<file path="config.mk">
export PLATFORM = sky130hd
export DESIGN_NAME = charlie_scan_ctrl
export DESIGN_NICKNAME = d
export VERILOG_FILES = /design/src/rtl/charlie_scan_ctrl.sv
export SDC_FILE = /design/constraint.sdc
export NUM_CORES = 1
export LEC_CHECK = 0
export ABC_AREA = 1
export CORE_ASPECT_RATIO = 0.9
export CORE_MARGIN = 1
export CORE_UTILIZATION = 25
export CTS_BUF_LIST = sky130_fd_sc_hd__clkbuf_8 sky130_fd_sc_hd__clkbuf_16
export DETAILED_ROUTE_END_ITERATION = 12
export GPL_TIMING_DRIVEN = 0
export PLACE_DENSITY_LB_ADDON = 0.08
export SYNTH_ARGS = -nofsm -noshare
export SYNTH_HDL_FRONTEND = slang
export SYNTH_SLANG_ARGS = --single-unit
export TNS_END_PERCENT = 5
</file>
<file path="constraint.sdc">
create_clock -name clk -period 2.8 [get_ports clk]
set_clock_uncertainty 0.05 [all_clocks]
set_input_delay 0.56 -clock clk [delete_from_list [all_inputs] [get_ports clk]]
set_output_delay 0.56 -clock clk [all_outputs]
set_load 0.02 [all_outputs]
</file>
<file path="src/rtl/charlie_scan_ctrl.sv">
// Charlieplexed display scan controller.
// Steps through every (digit, segment) slot in turn. Each slot starts with a
// dead-time blank, then lights the segment for a brightness-scaled on-time.
// New frames go into a shadow buffer. The shadow is promoted to the displayed
// frame only on a frame boundary, so a frame never tears mid-scan.
module charlie_scan_ctrl #(
  parameter int NUM_DIGITS   = 8,
  parameter int NUM_SEGMENTS = 7,
  parameter int BLANK_CYCLES = 2,
  parameter int ON_UNIT      = 2
) (
  input  logic        clk,
  input  logic        rst,
  input  logic        enable,
  input  logic [3:0]  brightness,
  input  logic [31:0] frame_data,
  input  logic        frame_valid,
  output logic        frame_ready,
  output logic [2:0]  digit,
  output logic [2:0]  segment,
  output logic        drive_en,
  output logic [31:0] shown_data,
  output logic        frame_start
);

  localparam int SLOT_CYCLES = BLANK_CYCLES + 15 * ON_UNIT;
  localparam int CW          = (SLOT_CYCLES > 1) ? $clog2(SLOT_CYCLES) : 1;

  localparam logic [CW-1:0] LAST_SLOT  = CW'(SLOT_CYCLES - 1);
  localparam logic [CW-1:0] LAST_BLANK = CW'(BLANK_CYCLES - 1);
  localparam logic [2:0]    LAST_DIG   = 3'(NUM_DIGITS - 1);
  localparam logic [2:0]    LAST_SEG   = 3'(NUM_SEGMENTS - 1);

  typedef enum logic [1:0] {IDLE, BLANK, ON} state_t;

  state_t        state_reg, state_next;
  logic [CW-1:0] count_reg, count_next;
  logic [3:0]    bright_reg, bright_next;
  logic [2:0]    digit_next, segment_next;
  logic          drive_next, start_next;
  logic [3:0]    bright_eff;
  logic          slot_end, frame_end, boundary, handshake;
  logic [31:0]   shadow_reg;
  logic          pending_reg;

  assign slot_end  = (count_reg == LAST_SLOT);
  assign frame_end = slot_end && (digit == LAST_DIG) && (segment == LAST_SEG);
  // IDLE edges count as boundaries too, so a frame offered while idle shows at once.
  assign boundary  = (state_reg == IDLE) || (enable && frame_end);
  assign handshake = frame_valid && frame_ready;
  // On the count-0 edge the latch is only just being loaded, so take the live input.
  assign bright_eff = (count_reg == '0) ? brightness : bright_reg;

  // Next-state, slot/segment/digit sequencing and registered-output precompute
  always_comb begin
    state_next   = state_reg;
    count_next   = count_reg;
    bright_next  = bright_reg;
    digit_next   = digit;
    segment_next = segment;
    start_next   = 1'b0;
    drive_next   = 1'b0;

    if (!enable) begin
      state_next   = IDLE;
      count_next   = '0;
      digit_next   = '0;
      segment_next = '0;
    end else begin
      case (state_reg)
        IDLE: begin
          state_next   = BLANK;
          count_next   = '0;
          digit_next   = '0;
          segment_next = '0;
          start_next   = 1'b1;
        end
        default: begin
          if (count_reg == '0) bright_next = brightness;
          if (slot_end) begin
            state_next = BLANK;
            count_next = '0;
            start_next = frame_end;
            if (segment == LAST_SEG) begin
              segment_next = '0;
              digit_next   = (digit == LAST_DIG) ? 3'd0 : digit + 3'd1;
            end else begin
              segment_next = segment + 3'd1;
            end
          end else begin
            count_next = count_reg + CW'(1);
            if (state_reg == BLANK && count_reg == LAST_BLANK) state_next = ON;
          end
        end
      endcase
    end

    drive_next = (state_next == ON) &&
                 (int'(count_next) < BLANK_CYCLES + int'(bright_eff) * ON_UNIT);
  end

  // Scan state and pin-facing outputs, all updated on the same edge
  always_ff @(posedge clk or posedge rst) begin
    if (rst) begin
      state_reg   <= IDLE;
      count_reg   <= '0;
      bright_reg  <= '0;
      digit       <= '0;
      segment     <= '0;
      drive_en    <= 1'b0;
      frame_start <= 1'b0;
    end else begin
      state_reg   <= state_next;
      count_reg   <= count_next;
      bright_reg  <= bright_next;
      digit       <= digit_next;
      segment     <= segment_next;
      drive_en    <= drive_next;
      frame_start <= start_next;
    end
  end

  // Frame double-buffering: the shadow takes a frame mid-scan, and shown_data changes only at a boundary
  always_ff @(posedge clk or posedge rst) begin
    if (rst) begin
      shown_data  <= '0;
      shadow_reg  <= '0;
      pending_reg <= 1'b0;
      frame_ready <= 1'b0;
    end else if (boundary) begin
      if (handshake)        shown_data <= frame_data;
      else if (pending_reg) shown_data <= shadow_reg;
      pending_reg <= 1'b0;
      frame_ready <= 1'b1;
    end else if (handshake) begin
      shadow_reg  <= frame_data;
      pending_reg <= 1'b1;
      frame_ready <= 1'b0;
    end else begin
      frame_ready <= ~pending_reg;
    end
  end

endmodule

</file>
# == Yosys cells after proc, flatten, opt, wreduce, memory -nomap -nowiden ==
# Index checks and enable logic that the tools add are counted.
# classes
add_sub_neg,4
mul,0
div,0
n_lt_le_gt_ge,1
eq_ne,8
shifts,0
n_mux,26
n_bitwise,3
n_reduce_logical,15
# ops
cell,n
two-way mux 32 bit,2
two-way mux 3 bit,9
two-way mux 5 bit,3
two-way mux 2 bit,4
AND reduction 2 bit,4
two-way mux 1 bit,7
adder 2 x 5 -> 6 bit (first input constant),1
adder 3 x 1 -> 3 bit (second input constant),2
equality test 3 bit (second input constant),2
logical AND 1 bit,6
< comparator 5 x 6 -> 1 bit,1
inequality test 3 x 1 -> 1 bit (second input constant),2
adder 5 x 1 -> 5 bit (second input constant),1
equality test 5 x 1 -> 1 bit (second input constant),1
equality test 5 bit (second input constant),1
zero test 5 bit,1
two-way mux 4 bit,1
nonzero test 2 bit,2
NOT 1 bit,3
equality test 2 x 1 -> 1 bit (second input constant),1
equality test 2 bit (second input constant),1
zero test 2 bit,1
logical OR 1 bit,1
# totals
regBits,85
latchBits,0
mem_bits_rw,0
romBits,0
output_inout_bits,41
wordCells,68
memories,0

# == Longest topological paths before layout ==
# logic_depth
word_depth,8
mapped_depth,17

# == Worst setup path before layout ==
# Ideal clock, no wire load.
# synth_path
path_type,register to register
from,register count_reg[0]
to,register drive_en
setup_ns,0.077
arrival_time_ns,2.149
setup_slack_ns,0.523
stages_incl_launch_ff,14
n_path_buf,0
cell_sequence,dfrtp_1 -> ha_1 -> nand2_1 -> nor2_1 -> ha_1 -> nor2_1 -> nand2_1 -> nor3b_1 -> ha_1 -> a21oi_1 -> nand2_1 -> nand2_1 -> nand2_1 -> a21oi_1
# synth_via
word_cells_on_any_way,17
# synth_lines
element,line_no,source
from (decl),37,"logic [CW-1:0] count_reg, count_next;"
from (signal assigned),114,count_reg <= count_next;
adder 5 x 1 -> 5 bit / equality test 5 bit (equally long branches),"91, 46",
two-way mux 5 bit (*),80,if (slot_end) begin
two-way mux 5 bit (*),70,case (state_reg)
two-way mux 5 bit (*),64,if (!enable) begin
named net count_next[3],37,
< comparator 5 x 6 -> 1 bit (*),99,(int'(count_next) < BLANK_CYCLES + int'(bright_eff) * ON_UNIT);
logical AND 1 bit (*),98,drive_next = (state_next == ON) &&
named net drive_next,40,"logic drive_next, start_next;"
to (signal assigned),118,drive_en <= drive_next;
to (decl),21,"output logic drive_en,"
# Mark *: on every way through the listed nets, which the timed path passes. The rest lies on a longest branch.
# A chain may end at the register's enable or synchronous reset.

# == Worst setup path after layout ==
# Ends and elaborated chain as after synthesis.

==> metrics.md <==
| Metric | Value |
|---|---|
| PD cells | 762.9 nW/um^2 |
| FFs w/ async S/R, synth | 100.0% |
| Ys Warns | 0 |
| Final nets | 583 |
| Synth cell types | 32 |
| Worst skew pair latency | 0.34 ns |
| Crit-path max FO | 6 |
| Antenna cells | 0 |
| Mapped Area | approximately 4100 sq um |
| Fraction of layout cells with a size suffix above 1 | roughly a fifth |
| Worst hold path type | reg2reg |
| Port bufs | 80 |
| Initial antenna violation count | 0 |
| Die footprint | ~17,000 sq um |
| Layout area overhead | 34.58% |
| Largest net degree at the start of global routing | 39 |
| Syn Nets | 490 |
| Top FF cell, synth | dfrtp_1 |
| First-pass GRT wire length | 16,500 microns |
| GP Congestion | 0.7014 |
| CTS tree | done |
| Vias | 3,118 |
| FMAX | 0.4034 GHz |
| Mean Syn Cell Area | 9.415 sq um |
| Post-synthesis register bit count | 85 |
| Fillers | 1,699 |
| Total gr overflow | 0 |
| Worst VDD drop | roughly 0.00034 V |
| Site Rows | 44 |
| Worst-Margin Slew | 0.4402 ns |
| Total CTS buffers | 9 |
| CP Capture Type | register |
| # Max-Cap Violations | 0 |
| DRC violation count after routing | 0 |
| Leakage power | 0.002556 uW |
| Slew Limit Fails | 0 |
| Root Driver | clkbuf_16 |
| Wire per inst | 13.22 microns |
| Setup TNS | 0 ns |
| Starting Density | 25.60% |
| Drt pass-1 iters | 4 |
| Clock sink count | 85 |
| Worst-path clk slew | 0.06 ns |
| Most frequent cell after synthesis | nand2_1 |
| Ranking of synthesized cells by area | dfrtp_1, o21ai_2, nand2_1 |
| Final hold violation count | 0 |
| Endpoints failing setup | 0 |
| Setup Buffers After CTS | 0 |
| Routed WL | about 9800 microns |
| Top cell type by total area after synthesis | dfrtp_1 |
| Max_slew headroom | a little over two thirds |
| Synth cell count leaders | nand2_1, dfrtp_1, o21ai_2 |
| Synth top area share | around half |
| Post-synth EDFFs | 0 |
| Data required, critical path | 3.01 ns |
| Period minus WS final | ~2.5 ns |
| Ports | 81 |
| Core area | around 16,000 sq um |
| Power, Total | 4253 uW |
| Share of the yosys chip area belonging to registers | 51.34% |
| Hold bufs inserted after CTS | 0 |
| Synth Instances | 440 |
| Post-CTS sizing | 0 |
| RSZ-0062 raised after global routing | false |
| Die width | roughly 140 microns |
| R2r worst-path depth | 13 |
| Vias in the first global route | 3,201 |
| Crit path launch type | register |
| Data arrival time of the critical path | 2.69 ns |
| Antenna viol nets, final | 0 |
| Worst Hold Depth | 2 |
| Clk buf depth | 2 |
| Part of the cycle the worst path needs | 88.53% |
| DPL Wire Length | 7027 microns |
| H-tree Lvls | 3 |
| Die Y | roughly 120 microns |
| Total GRT Usage | roughly an eighth |
| Drt first-iter violations | 118 |
| DR vias/cell | 4.191 |
| Status | finished, final reports clean |
| Crit Path Category | reg2reg |
## metrics by stage
step	instance area [sq um]	cells	hold WS, ns	setup slack (ns)	utilization, %
after floorplan	4146	440	0.4149	0.5232	-
after global placement	5206	727	0.4162	-0.01503	32.17
after detailed placement	5246	729	0.4190	0.05309	32.41
after CTS	5560	744	0.4352	0.07921	34.35
after global routing	5575	744	0.4582	0.01677	34.45
final	5575	744	0.4327	0.3210	34.45
## worst paths after layout
kind                                                 start                    endpoint  slack (ns)
worst max register to register      count_reg[0]$_DFF_PP0_          drive_en$_DFF_PP0_        0.32
worst max-delay path                count_reg[0]$_DFF_PP0_          drive_en$_DFF_PP0_        0.32
max in group asynchronous                              rst  shadow_reg[15]$_DFFE_PP0P_        1.72
worst min register to register  shown_data[22]$_DFFE_PP0P_  shown_data[22]$_DFFE_PP0P_        0.43
min in group asynchronous                              rst        digit[1]$_DFFE_PP0P_        0.49
worst min-delay path            shown_data[22]$_DFFE_PP0P_  shown_data[22]$_DFFE_PP0P_        0.43
## layout make-up
type	count	area, sq um	area share, %
tap	207	259.0	4.645
timing repair buffer	82	840.8	15.08
sequential	85	2127	38.15
inverter	51	195.2	3.501
multi-input combinational	284	1654	29.67
clock inverter	5	75.07	1.346
buffer	20	185.2	3.321
clock buffer	10	239.0	4.286
## cells by family (layout without fill, tap and decap cells)
logic type	Yosys count	in the layout	synth area share [%]
AO/OA/AOI/OAI	113	113	18.97
XOR/XNOR	3	3	0.6344
adder cells (fa/ha/maj)	10	10	3.020
buffers and inverters	71	168	9.091
flip-flops	85	85	51.34
multiplexers	4	4	0.9665
AND/OR/NAND/NOR	154	154	15.98
## placed cells by master (no fill, tap or decap), drive strengths merged, types with 2 or more instances in the layout
cell	instances
bufinv	2
a21oi	10
xnor2	2
inv	50
nor3b	2
ha	10
nand3	9
nand2	122
o21ai	99
clkdlybuf4s50	80
buf	20
clkinv	3
nor2	19
nand4	2
dfrtp	85
mux2i	4
clkbuf	12
## worst max-delay path, cell delays in order, from the launching register on
cell and delay (ns):
dfrtp_1 0.43, ha_1 0.24, nand2_1 0.08, nor2_1 0.05
ha_1 0.27, nor2_2 0.19, nand2_2 0.14, nor3b_2 0.24
ha_1 0.27, a21oi_1 0.14, nand2_1 0.07, nand2_1 0.05
nand2_1 0.04, a21oi_1 0.13
## power by group
| part | leakage, uW | total [uW] | internal (uW) | switching [uW] |
|---|---|---|---|---|
| clock | 0.000158 | 1280 | 796 | 483 |
| combinational | 0.00134 | 1340 | 613 | 723 |
| sequential | 0.00106 | 1640 | 1510 | 128 |
## layer usage
metal / GRT usage, % / vias up / routed length, microns
met5: 0 / - / 0
met4: 4.891 / 0 / 157
met3: 3.867 / 10 / 503
met2: 21.01 / 59 / 4536
met1: 16.54 / 1457 / 4637
li1: - / 1592 / -
No activity file was read; power rests on OpenSTA's default activity.
